**src/rtl/godai_mem_arbiter_if.sv**
```systemverilog
// ---------------------------------------------------------------------------
// godai_mem_arbiter_if
// Bundles the req/gnt/rvalid bus signals around the Godai two-port-to-one
// memory arbiter: instruction requester, data requester and the unified
// memory side, plus the busy indicator.
//
// Signal suffixes follow the arbiter's point of view (_i = into arbiter).
//   instr_*  : instruction fetch requester (req/addr in, gnt/rvalid/rdata out)
//   data_*   : data requester (req/we/addr/be/wdata in,
//              gnt/rvalid/err/rdata out)
//   mem_*    : unified memory (req/we/addr/be/wdata out,
//              gnt/rvalid/err/rdata in)
//   busy_o   : arbiter has work in flight
//
// Modports:
//   slave  - the arbiter (serves both requesters, drives the memory bus)
//   master - the surrounding environment (core requesters + memory model)
// ---------------------------------------------------------------------------
interface godai_mem_arbiter_if #(
    parameter int unsigned ADDR_WIDTH = 32,
    parameter int unsigned DATA_WIDTH = 32
);
    localparam int unsigned BE_WIDTH = DATA_WIDTH / 8;

    // Instruction side
    logic                  instr_req_i;
    logic [ADDR_WIDTH-1:0] instr_addr_i;
    logic                  instr_gnt_o;
    logic                  instr_rvalid_o;
    logic [DATA_WIDTH-1:0] instr_rdata_o;

    // Data side
    logic                  data_req_i;
    logic                  data_we_i;
    logic [ADDR_WIDTH-1:0] data_addr_i;
    logic [BE_WIDTH-1:0]   data_be_i;
    logic [DATA_WIDTH-1:0] data_wdata_i;
    logic                  data_gnt_o;
    logic                  data_rvalid_o;
    logic                  data_err_o;
    logic [DATA_WIDTH-1:0] data_rdata_o;

    // Memory side
    logic                  mem_req_o;
    logic                  mem_we_o;
    logic [ADDR_WIDTH-1:0] mem_addr_o;
    logic [BE_WIDTH-1:0]   mem_be_o;
    logic [DATA_WIDTH-1:0] mem_wdata_o;
    logic                  mem_gnt_i;
    logic                  mem_rvalid_i;
    logic                  mem_err_i;
    logic [DATA_WIDTH-1:0] mem_rdata_i;

    logic                  busy_o;

    modport slave (
        input  instr_req_i, instr_addr_i,
        output instr_gnt_o, instr_rvalid_o, instr_rdata_o,
        input  data_req_i, data_we_i, data_addr_i, data_be_i, data_wdata_i,
        output data_gnt_o, data_rvalid_o, data_err_o, data_rdata_o,
        output mem_req_o, mem_we_o, mem_addr_o, mem_be_o, mem_wdata_o,
        input  mem_gnt_i, mem_rvalid_i, mem_err_i, mem_rdata_i,
        output busy_o
    );

    modport master (
        output instr_req_i, instr_addr_i,
        input  instr_gnt_o, instr_rvalid_o, instr_rdata_o,
        output data_req_i, data_we_i, data_addr_i, data_be_i, data_wdata_i,
        input  data_gnt_o, data_rvalid_o, data_err_o, data_rdata_o,
        input  mem_req_o, mem_we_o, mem_addr_o, mem_be_o, mem_wdata_o,
        output mem_gnt_i, mem_rvalid_i, mem_err_i, mem_rdata_i,
        input  busy_o
    );
endinterface

```
**src/rtl/godai_mem_arbiter.sv**
```systemverilog
// ---------------------------------------------------------------------------
// godai_mem_arbiter
// Merges the Godai instruction and data req/gnt/rvalid interfaces onto one
// unified memory. Data accesses win contention unless the instruction side
// has been denied STARVE_LIMIT consecutive cycles. A selection that is not
// yet granted by memory is held until granted. A small FIFO of source IDs
// (0 = instr, 1 = data) routes each in-order response back to its requester.
//
// Ports:
//   clk    - system clock, all state on rising edge
//   rst_n  - asynchronous active-low reset
//   bus    - godai_mem_arbiter_if.slave: instr_*, data_*, mem_*, busy_o
// ---------------------------------------------------------------------------
module godai_mem_arbiter #(
    parameter int unsigned ADDR_WIDTH      = 32,
    parameter int unsigned DATA_WIDTH      = 32,
    parameter int unsigned MAX_OUTSTANDING = 2,
    parameter int unsigned STARVE_LIMIT    = 4
) (
    input logic                clk,
    input logic                rst_n,
    godai_mem_arbiter_if.slave bus
);
    localparam int unsigned BE_WIDTH = DATA_WIDTH / 8;
    localparam int unsigned SCW      = $clog2(STARVE_LIMIT + 1);
    localparam int unsigned CNW      = $clog2(MAX_OUTSTANDING + 1);
    localparam int unsigned PTW      = (MAX_OUTSTANDING > 1) ? $clog2(MAX_OUTSTANDING) : 1;

    localparam logic [SCW-1:0] STARVE_MAX = SCW'(STARVE_LIMIT);
    localparam logic [CNW-1:0] FIFO_FULL  = CNW'(MAX_OUTSTANDING);
    localparam logic [PTW-1:0] PTR_LAST   = PTW'(MAX_OUTSTANDING - 1);

    typedef enum logic [1:0] {
        IDLE,
        HOLD_I,
        HOLD_D
    } hold_e;

    hold_e                      r_hold;
    hold_e                      w_hold_nxt;
    logic [SCW-1:0]             r_starve_cnt;
    logic [MAX_OUTSTANDING-1:0] r_fifo;
    logic [PTW-1:0]             r_wptr;
    logic [PTW-1:0]             r_rptr;
    logic [CNW-1:0]             r_count;

    logic                  w_starve;
    logic                  w_full;
    logic                  w_empty;
    logic                  w_sel_i;
    logic                  w_sel_d;
    logic                  w_mem_req;
    logic                  w_push;
    logic                  w_pop;
    logic                  w_head;
    logic                  w_instr_gnt;
    logic                  w_data_gnt;
    logic [ADDR_WIDTH-1:0] w_mem_addr;
    logic [BE_WIDTH-1:0]   w_mem_be;
    logic [DATA_WIDTH-1:0] w_mem_wdata;

    assign w_starve = (r_starve_cnt == STARVE_MAX);
    assign w_full   = (r_count == FIFO_FULL);
    assign w_empty  = (r_count == '0);

    // Selection and hold next-state. A full FIFO (or reset) suppresses the
    // request entirely without touching the hold state.
    always_comb begin : arbitrate
        w_sel_i    = 1'b0;
        w_sel_d    = 1'b0;
        w_hold_nxt = r_hold;

        case (r_hold)
            HOLD_I:  w_sel_i = 1'b1;
            HOLD_D:  w_sel_d = 1'b1;
            default: begin
                if (bus.instr_req_i && bus.data_req_i) begin
                    w_sel_i = w_starve;
                    w_sel_d = !w_starve;
                end else begin
                    w_sel_i = bus.instr_req_i;
                    w_sel_d = bus.data_req_i;
                end
            end
        endcase

        if (w_full || !rst_n) begin
            w_sel_i = 1'b0;
            w_sel_d = 1'b0;
        end

        if (w_sel_i || w_sel_d) begin
            if (bus.mem_gnt_i) begin
                w_hold_nxt = IDLE;
            end else begin
                w_hold_nxt = w_sel_i ? HOLD_I : HOLD_D;
            end
        end
    end

    assign w_mem_req   = w_sel_i | w_sel_d;
    assign w_instr_gnt = w_sel_i & bus.mem_gnt_i;
    assign w_data_gnt  = w_sel_d & bus.mem_gnt_i;
    assign w_push      = w_mem_req & bus.mem_gnt_i;
    // A response with nothing outstanding (e.g. issued before reset) is dropped.
    assign w_pop       = bus.mem_rvalid_i & !w_empty;
    assign w_head      = r_fifo[r_rptr];

    assign w_mem_addr  = w_sel_i ? bus.instr_addr_i :
                         w_sel_d ? bus.data_addr_i  : '0;
    assign w_mem_be    = w_sel_i ? '1 :
                         w_sel_d ? bus.data_be_i : '0;
    assign w_mem_wdata = w_sel_d ? bus.data_wdata_i : '0;

    always_ff @(posedge clk or negedge rst_n) begin : hold_reg
        if (!rst_n) begin
            r_hold <= IDLE;
        end else begin
            r_hold <= w_hold_nxt;
        end
    end

    always_ff @(posedge clk or negedge rst_n) begin : starve_reg
        if (!rst_n) begin
            r_starve_cnt <= '0;
        end else if (w_instr_gnt) begin
            r_starve_cnt <= '0;
        end else if (bus.instr_req_i && !w_starve) begin
            r_starve_cnt <= r_starve_cnt + 1'b1;
        end
    end

    always_ff @(posedge clk or negedge rst_n) begin : route_fifo
        if (!rst_n) begin
            r_fifo  <= '0;
            r_wptr  <= '0;
            r_rptr  <= '0;
            r_count <= '0;
        end else begin
            if (w_push) begin
                r_fifo[r_wptr] <= w_sel_d;
                r_wptr         <= (r_wptr == PTR_LAST) ? '0 : r_wptr + 1'b1;
            end
            if (w_pop) begin
                r_rptr <= (r_rptr == PTR_LAST) ? '0 : r_rptr + 1'b1;
            end
            case ({w_push, w_pop})
                2'b10:   r_count <= r_count + 1'b1;
                2'b01:   r_count <= r_count - 1'b1;
                default: r_count <= r_count;
            endcase
        end
    end

    assign bus.mem_req_o      = w_mem_req;
    assign bus.mem_we_o       = w_sel_d & bus.data_we_i;
    assign bus.mem_addr_o     = w_mem_addr;
    assign bus.mem_be_o       = w_mem_be;
    assign bus.mem_wdata_o    = w_mem_wdata;

    assign bus.instr_gnt_o    = w_instr_gnt;
    assign bus.data_gnt_o     = w_data_gnt;

    assign bus.instr_rvalid_o = w_pop & !w_head;
    assign bus.data_rvalid_o  = w_pop & w_head;
    assign bus.data_err_o     = w_pop & w_head & bus.mem_err_i;
    assign bus.instr_rdata_o  = bus.mem_rdata_i;
    assign bus.data_rdata_o   = bus.mem_rdata_i;

    assign bus.busy_o         = !w_empty | w_mem_req;
endmodule
```
**src/flat_wrapper.sv**
```systemverilog
// flat-port wrapper written by rule: the top's interface ports become plain ports
module godai_mem_arbiter_flat 
#(
    parameter int unsigned ADDR_WIDTH      = 32,
    parameter int unsigned DATA_WIDTH      = 32,
    parameter int unsigned MAX_OUTSTANDING = 2,
    parameter int unsigned STARVE_LIMIT    = 4
)
  (clk, rst_n, bus_instr_req_i, bus_instr_addr_i, bus_instr_gnt_o, bus_instr_rvalid_o, bus_instr_rdata_o, bus_data_req_i, bus_data_we_i, bus_data_addr_i, bus_data_be_i, bus_data_wdata_i, bus_data_gnt_o, bus_data_rvalid_o, bus_data_err_o, bus_data_rdata_o, bus_mem_req_o, bus_mem_we_o, bus_mem_addr_o, bus_mem_be_o, bus_mem_wdata_o, bus_mem_gnt_i, bus_mem_rvalid_i, bus_mem_err_i, bus_mem_rdata_i, bus_busy_o);
  godai_mem_arbiter_if #(.ADDR_WIDTH(ADDR_WIDTH), .DATA_WIDTH(DATA_WIDTH)) bus_i ();
  input logic clk;
  input logic rst_n;
  input wire logic [$bits(bus_i.instr_req_i)-1:0] bus_instr_req_i;
  input wire logic [$bits(bus_i.instr_addr_i)-1:0] bus_instr_addr_i;
  output wire logic [$bits(bus_i.instr_gnt_o)-1:0] bus_instr_gnt_o;
  output wire logic [$bits(bus_i.instr_rvalid_o)-1:0] bus_instr_rvalid_o;
  output wire logic [$bits(bus_i.instr_rdata_o)-1:0] bus_instr_rdata_o;
  input wire logic [$bits(bus_i.data_req_i)-1:0] bus_data_req_i;
  input wire logic [$bits(bus_i.data_we_i)-1:0] bus_data_we_i;
  input wire logic [$bits(bus_i.data_addr_i)-1:0] bus_data_addr_i;
  input wire logic [$bits(bus_i.data_be_i)-1:0] bus_data_be_i;
  input wire logic [$bits(bus_i.data_wdata_i)-1:0] bus_data_wdata_i;
  output wire logic [$bits(bus_i.data_gnt_o)-1:0] bus_data_gnt_o;
  output wire logic [$bits(bus_i.data_rvalid_o)-1:0] bus_data_rvalid_o;
  output wire logic [$bits(bus_i.data_err_o)-1:0] bus_data_err_o;
  output wire logic [$bits(bus_i.data_rdata_o)-1:0] bus_data_rdata_o;
  output wire logic [$bits(bus_i.mem_req_o)-1:0] bus_mem_req_o;
  output wire logic [$bits(bus_i.mem_we_o)-1:0] bus_mem_we_o;
  output wire logic [$bits(bus_i.mem_addr_o)-1:0] bus_mem_addr_o;
  output wire logic [$bits(bus_i.mem_be_o)-1:0] bus_mem_be_o;
  output wire logic [$bits(bus_i.mem_wdata_o)-1:0] bus_mem_wdata_o;
  input wire logic [$bits(bus_i.mem_gnt_i)-1:0] bus_mem_gnt_i;
  input wire logic [$bits(bus_i.mem_rvalid_i)-1:0] bus_mem_rvalid_i;
  input wire logic [$bits(bus_i.mem_err_i)-1:0] bus_mem_err_i;
  input wire logic [$bits(bus_i.mem_rdata_i)-1:0] bus_mem_rdata_i;
  output wire logic [$bits(bus_i.busy_o)-1:0] bus_busy_o;
  assign bus_i.instr_req_i = bus_instr_req_i;
  assign bus_i.instr_addr_i = bus_instr_addr_i;
  assign bus_instr_gnt_o = bus_i.instr_gnt_o;
  assign bus_instr_rvalid_o = bus_i.instr_rvalid_o;
  assign bus_instr_rdata_o = bus_i.instr_rdata_o;
  assign bus_i.data_req_i = bus_data_req_i;
  assign bus_i.data_we_i = bus_data_we_i;
  assign bus_i.data_addr_i = bus_data_addr_i;
  assign bus_i.data_be_i = bus_data_be_i;
  assign bus_i.data_wdata_i = bus_data_wdata_i;
  assign bus_data_gnt_o = bus_i.data_gnt_o;
  assign bus_data_rvalid_o = bus_i.data_rvalid_o;
  assign bus_data_err_o = bus_i.data_err_o;
  assign bus_data_rdata_o = bus_i.data_rdata_o;
  assign bus_mem_req_o = bus_i.mem_req_o;
  assign bus_mem_we_o = bus_i.mem_we_o;
  assign bus_mem_addr_o = bus_i.mem_addr_o;
  assign bus_mem_be_o = bus_i.mem_be_o;
  assign bus_mem_wdata_o = bus_i.mem_wdata_o;
  assign bus_i.mem_gnt_i = bus_mem_gnt_i;
  assign bus_i.mem_rvalid_i = bus_mem_rvalid_i;
  assign bus_i.mem_err_i = bus_mem_err_i;
  assign bus_i.mem_rdata_i = bus_mem_rdata_i;
  assign bus_busy_o = bus_i.busy_o;
  godai_mem_arbiter #(.ADDR_WIDTH(ADDR_WIDTH), .DATA_WIDTH(DATA_WIDTH), .MAX_OUTSTANDING(MAX_OUTSTANDING), .STARVE_LIMIT(STARVE_LIMIT)) u_core (.clk(clk), .rst_n(rst_n), .bus(bus_i));
endmodule
```
**config.mk**
```make
export PLATFORM = sky130hd
export DESIGN_NAME = godai_mem_arbiter_flat
export DESIGN_NICKNAME = d
export VERILOG_FILES = /design/src/rtl/godai_mem_arbiter_if.sv /design/src/rtl/godai_mem_arbiter.sv /design/src/flat_wrapper.sv
export SDC_FILE = /design/constraint.sdc
export NUM_CORES = 1
export LEC_CHECK = 0
export ABC_CLOCK_PERIOD_IN_PS = 2200
export CORE_AREA = 2 2 109 111
export DETAILED_ROUTE_END_ITERATION = 16
export DIE_AREA = 0 0 111 113
export PLACE_DENSITY = 0.75
export SKIP_LAST_GASP = 1
export SLEW_MARGIN = 5
export SYNTH_ARGS = -nofsm -noshare
export SYNTH_HDL_FRONTEND = slang
export SYNTH_SLANG_ARGS = --single-unit
export TNS_END_PERCENT = 100
```
**constraint.sdc**
```tcl
create_clock -name clk -period 2.2 [get_ports clk]
set_clock_uncertainty 0.1 [all_clocks]
set_input_delay 0.55 -clock clk [delete_from_list [all_inputs] [get_ports clk]]
set_output_delay 0.55 -clock clk [all_outputs]
set_load 0.005 [all_outputs]
```
# Word-level counts from Yosys, hierarchy flattened
# Index checks and enable logic that the tools add are counted.
classes:
  addsub: 5
  magnitude_cmp: 3
  n_eq_ne: 6
  n_mux: 23
  bitwise: 10
  reduce_logical: 12
op_table:
  columns: ["op", "count"]
  rows:
  - ["32-bit 2-to-1 mux", 3]
  - ["1-bit 2-to-1 mux", 9]
  - ["1-bit AND", 8]
  - ["4-bit 2-to-1 mux", 2]
  - ["2-bit == test, second input constant", 3]
  - ["3-bit 2-to-1 mux", 2]
  - ["2-bit by 1-bit == test with 1-bit output, second input constant", 2]
  - ["1-bit zero test", 4]
  - ["1-bit by 2-bit less-than comparator with 1-bit output, second input constant", 2]
  - ["2-bit 2-to-1 mux", 2]
  - ["1-bit one-hot mux with 2 select lines", 2]
  - ["2-bit one-hot mux with 2 select lines", 1]
  - ["2-bit nonzero test", 2]
  - ["3-bit by 1-bit adder with 3-bit output, second input constant", 1]
  - ["3-bit == test, second input constant", 1]
  - ["1-bit logical AND", 3]
  - ["1-bit adder, second input constant", 2]
  - ["2-bit by 1-bit adder with 2-bit output, second input constant", 1]
  - ["2-bit bitwise mux", 1]
  - ["2-bit zero test", 1]
  - ["1-bit logical OR", 2]
  - ["1-bit bitwise OR", 2]
  - ["2-bit by 1-bit subtractor with 2-bit output, second input constant", 1]
  - ["1-bit demux with 1-bit select", 1]
  - ["1-bit greater-or-equal comparator, second input constant", 1]
totals:
  reg_bits: 11
  in_bits: 140
  word_cells: 65

# Logic depth before layout (Yosys ltp)
depth:
  word_depth: 9
  ltp_mapped: 9

# Worst setup path after synthesis
# OpenSTA, ideal clock, no wires.
synth_timing:
  path_kind: "register to output"
  startpoint: "register u_core.r_hold[0]"
  endpoint: "output port bus_mem_addr_o[0]"
  t_arrival_ns: 1.553
  path_slack_ns: -0.003
  stages_incl_launch_ff: 9
  path_buffers: 2
  cell_sequence: "dfrtp_1 -> inv_1 -> ha_1 -> mux2i_1 -> a31o_1 -> buf_6 -> nand2_1 -> buf_2 -> o22ai_1"
synth_between:
  elab_chain_cells: 5
  word_cells_on_any_way: 8
synth_lines:
  columns: ["element", "line", "text"]
  rows:
  - ["start, declared", "godai_mem_arbiter.sv:39", "hold_e r_hold;"]
  - ["start signal, assigned", "godai_mem_arbiter.sv:119", "r_hold <= w_hold_nxt;"]
  - ["2-bit == test or 2-bit by 1-bit == test with 1-bit output (tied branches)", "godai_mem_arbiter.sv:73", "case (r_hold)"]
  - ["1-bit one-hot mux with 2 select lines", "godai_mem_arbiter.sv:73", null]
  - ["1-bit 2-to-1 mux", "godai_mem_arbiter.sv:87", "if (w_full || !rst_n) begin"]
  - ["32-bit 2-to-1 mux", "godai_mem_arbiter.sv:110", "w_sel_d ? bus.data_addr_i : '0;"]
  - ["32-bit 2-to-1 mux *", "godai_mem_arbiter.sv:109", "assign w_mem_addr = w_sel_i ? bus.instr_addr_i :"]
  - ["end, declared", "flat_wrapper.sv:29", "output wire logic [$bits(bus_i.mem_addr_o)-1:0] bus_mem_addr_o;"]
# Mark *: on every way between the ends. The rest lies on a longest branch, timed or not.

# Final worst setup path
layout_timing:
  startpoint: "register u_core.r_hold[0]"
  endpoint: "output port bus_busy_o"
layout_between:
  elab_chain_cells: 5
  word_cells_on_any_way: 8
layout_lines:
  columns: ["element", "line", "text"]
  rows:
  - ["2-bit == test or 2-bit by 1-bit == test with 1-bit output (tied branches)", "godai_mem_arbiter.sv:73", null]
  - ["1-bit one-hot mux with 2 select lines", "godai_mem_arbiter.sv:73", null]
  - ["1-bit 2-to-1 mux", "godai_mem_arbiter.sv:87", null]
  - ["1-bit bitwise OR *", "godai_mem_arbiter.sv:101", "assign w_mem_req = w_sel_i | w_sel_d;"]
  - ["1-bit bitwise OR *", "godai_mem_arbiter.sv:170", "assign bus.busy_o = !w_empty | w_mem_req;"]
  - ["end, declared", "flat_wrapper.sv:36", "output wire logic [$bits(bus_i.busy_o)-1:0] bus_busy_o;"]
# Marked as above.

==> impl_metrics.json <==
{
  "outcome": "finished, violations left",
  "violations": "negative setup slack",
  "ys_types": 27,
  "whs_ps": 281.0,
  "fmax_ghz": 0.3813,
  "nNetsFinal": 606,
  "cpMostUsedCell": "buf_6",
  "tightestPinTransition_ps": 269.3,
  "drtPass1Iterations": 4,
  "grt_use_total_pct": 15.35,
  "die_h_um": 113,
  "placementRows": 39,
  "postRouteAntennaNets": 0,
  "fin_cells": 603,
  "cp-start-kind": "register",
  "internal_power_mw": 3.284,
  "highest_layer": "met4",
  "dr_wl_met2_um": 5732,
  "critPathKind": "register to output pin",
  "async_flop_share_pct": 100.0,
  "syn_inst": 295,
  "clkPwrFrac_pct": 6.2,
  "crit_fanout": 5,
  "r2r-start": "u_core.r_hold[0]$_DFFE_PN0N_",
  "power_frac_comb_pct": 87.0,
  "cts_hold_buf": 0,
  "placedCellCount": 564,
  "wl_per_cell_um": 18.64,
  "overflow": 0,
  "maxCapViolCount": 0,
  "io_buffers": 183,
  "clock-root-buffer": "clkbuf_16",
  "pwr_density_cell_nw_per_um2": 1194,
  "antenna_cells": 0,
  "final_hold_viol_count": 0,
  "wl_met1_um": 4441,
  "power.share.sequential_pct": 6.8,
  "syn_area_per_cell_um2": 6.536,
  "finalSetupViolations": 73,
  "rsz0062_at_grt": "yes",
  "grt_start_max_net_pins": 22,
  "pre_cts_slack_ps": -891.3,
  "synthSimpleGateAreaFrac_pct": 30.30,
  "clock_sinks": 11,
  "min_period_ps": 2623,
  "path_clk_slew_ps": 50,
  "wl_um": 11240,
  "startpoint": "u_core.r_hold[0]$_DFFE_PN0N_",
  "syn-num-nets": 440,
  "dr_wl_met3_um": 900,
  "synth-adder-area-share_pct": 3.245,
  "clk_latency_ps": 240,
  "dr_total_vias": 2666,
  "final_layout_size_suffix_gt1_share_pct": 47.83,
  "crit_family": "simple AND/OR/NAND/NOR gates",
  "worstSetupEndpointType": "output pin",
  "seq_area_frac_synth_pct": 14.28,
  "viasPerCell": 4.421,
  "p_leak_nw": 2.050,
  "grt_pass1_vias": 2831,
  "synth-warning-count": 0,
  "areaGrowthSynthToFinish_pct": 141.2,
  "die_area_um2": 12540,
  "cts_buffers": 3,
  "synthTopCellsByArea": "buf_4 25%, nand2_1 15%, dfrtp_1 14%",
  "synth-edff-count": 0,
  "synth_top_family_by_area": "buffers and inverters",
  "synth_top_area_share_pct": 24.92,
  "cts_tree": "yes",
  "drcViolationCount": 0,
  "required_ps": 1550,
  "core_um2": 11270,
  "cts_buffer_depth": 2,
  "syn_area_um2": 1928,
  "drv_slew": 0,
  "cp_num_buf_inv": 4,
  "ys.flop_type": "dfrtp_1",
  "fin_crit_sh_pct": 119.2,
  "drt-initial-drc-count": 136,
  "cp_cell_sequence": "inv_2 > ha_4 > buf_6 > nor3_4 > a21oi_2 > and2_4 > buf_6 > or3_1 > buf_2",
  "vdd_drop_max_mv": 0.4606,
  "max_stage_delay_ps": 390,
  "crit_arrival_ps": 1970,
  "fin_ws_ps": -422.6,
  "gp_congestion": 0.7844,
  "yosys.area.top_type": "buf_4",
  "die_x_um": 111,
  "power.switching_mw": 2.269,
  "final_common_cell": "clkdlybuf4s50_1",
  "ys_ff_latch": 11,
  "grt_pass1_wl_um": 15230,
  "initial_core_util_pct": 17.11,
  "crit_slowest_cell": "dfrtp_1",
  "synthMuxAreaShare_pct": 1.038,
  "nFillCells": 1093,
  "worstHoldPathType": "input pin to asynchronous set/reset pin",
  "p_sw_share_pct": 40.86,
  "antenna_found_initial": 1,
  "synth_xor_area_share_pct": 3.180,
  "cts_max_level": 1,
  "final_cell_mix": "103 x clkdlybuf4s50_1, 73 x nand2_1, 40 x buf_2",
  "relSlewSlack_pct": 81.81,
  "hpwl_um": 6626,
  "synth_compound_area_share_pct": 15.18,
  "num_io_pins": 280
}
## synth_stat cells, drive strengths merged (3+ instances only)
library cell / number
nand3: 4
clkbuf: 10
a21oi: 6
nand2: 76
nor2: 5
and2: 3
ha: 5
o21ai: 3
xnor2: 5
dfrtp: 11
inv: 9
and3: 34
o22ai: 34
buf: 77
## metal layers
| metal | vias to the layer above | track usage [%] |
|---|---|---|
| li1 | 1261 | - |
| met1 | 1241 | 17.89 |
| met3 | 27 | 3.964 |
| met2 | 137 | 28.18 |
| met5 | - | 0 |
| met4 | 0 | 3.667 |
## kinds of logic (layout without fill, tap and decap cells)
logic type,Yosys count,count (layout)
AO/OA/AOI/OAI,47,47
XOR/XNOR,7,7
multiplexers,2,2
flip-flops,11,11
AND/OR/NAND/NOR,127,127
adder cells (fa/ha/maj),5,5
buffers and inverters,96,261
## area by class of cell
| class | count | area [um2] | area share (%) |
|---|---|---|---|
| Tap cell | 143 | 178.9 | 3.847 |
| Clock buffer | 4 | 78.83 | 1.695 |
| Timing Repair Buffer | 248 | 2586 | 55.61 |
| Multi-Input combinational cell | 188 | 1498 | 32.20 |
| Inverter | 9 | 33.78 | 0.7264 |
| Sequential cell | 11 | 275.3 | 5.919 |
## state kept, by name, summed over array words and instances (netlist names)
| name | cells |
|---|---|
| u_core.r_count | 2 |
| u_core.r_fifo | 2 |
| u_core.r_rptr | 1 |
| u_core.r_wptr | 1 |
| u_core.r_starve_cnt | 3 |
| u_core.r_hold | 2 |
## power groups by stage
stage | clock, mW | combinational (mW) | sequential (mW)
after floorplan | 0 | 1.38 | 0.376
after global placement | 0 | 2.78 | 0.367
after detailed placement | 0 | 2.85 | 0.377
after CTS | 0.343 | 4.05 | 0.379
after global routing | 0.357 | 5.11 | 0.388
final | 0.345 | 4.83 | 0.378
## worst paths after layout
path	endpoint	slack (ps)	cells past startpoint
worst max-delay path	bus_busy_o	-420	9
worst min-delay path	u_core.r_starve_cnt[0]$_DFFE_PN0P_	280	2
worst max register to register	u_core.r_count[1]$_DFFE_PN0P_	70	10
worst min register to register	u_core.r_fifo[0]$_DFFE_PN0P_	410	2
max in group asynchronous	u_core.r_rptr$_DFFE_PN0P_	1580	2
min in group clk	u_core.r_fifo[0]$_DFFE_PN0P_	410	2
## per-stage QoR
step | util, % | setup TNS, ps | cell area, um2 | total power, mW
after floorplan | - | 0 | 1941 | 1.757
after global placement | 32.37 | -57520 | 3649 | 3.142
after detailed placement | 32.37 | -61690 | 3649 | 3.224
after CTS | 37.57 | -30400 | 4235 | 4.773
after global routing | 41.26 | -29350 | 4651 | 5.856
final | 41.26 | -24590 | 4651 | 5.553
## repair_timing
action | 4_1_cts | 5_1_grt
buffers inserted | 17 | 6
pin swaps | 16 | 57
gates cloned | 11 | 7
resized for setup | 287 | 148
setup endpoints to repair | 77 | 77
(Power assumes the default switching activity.)
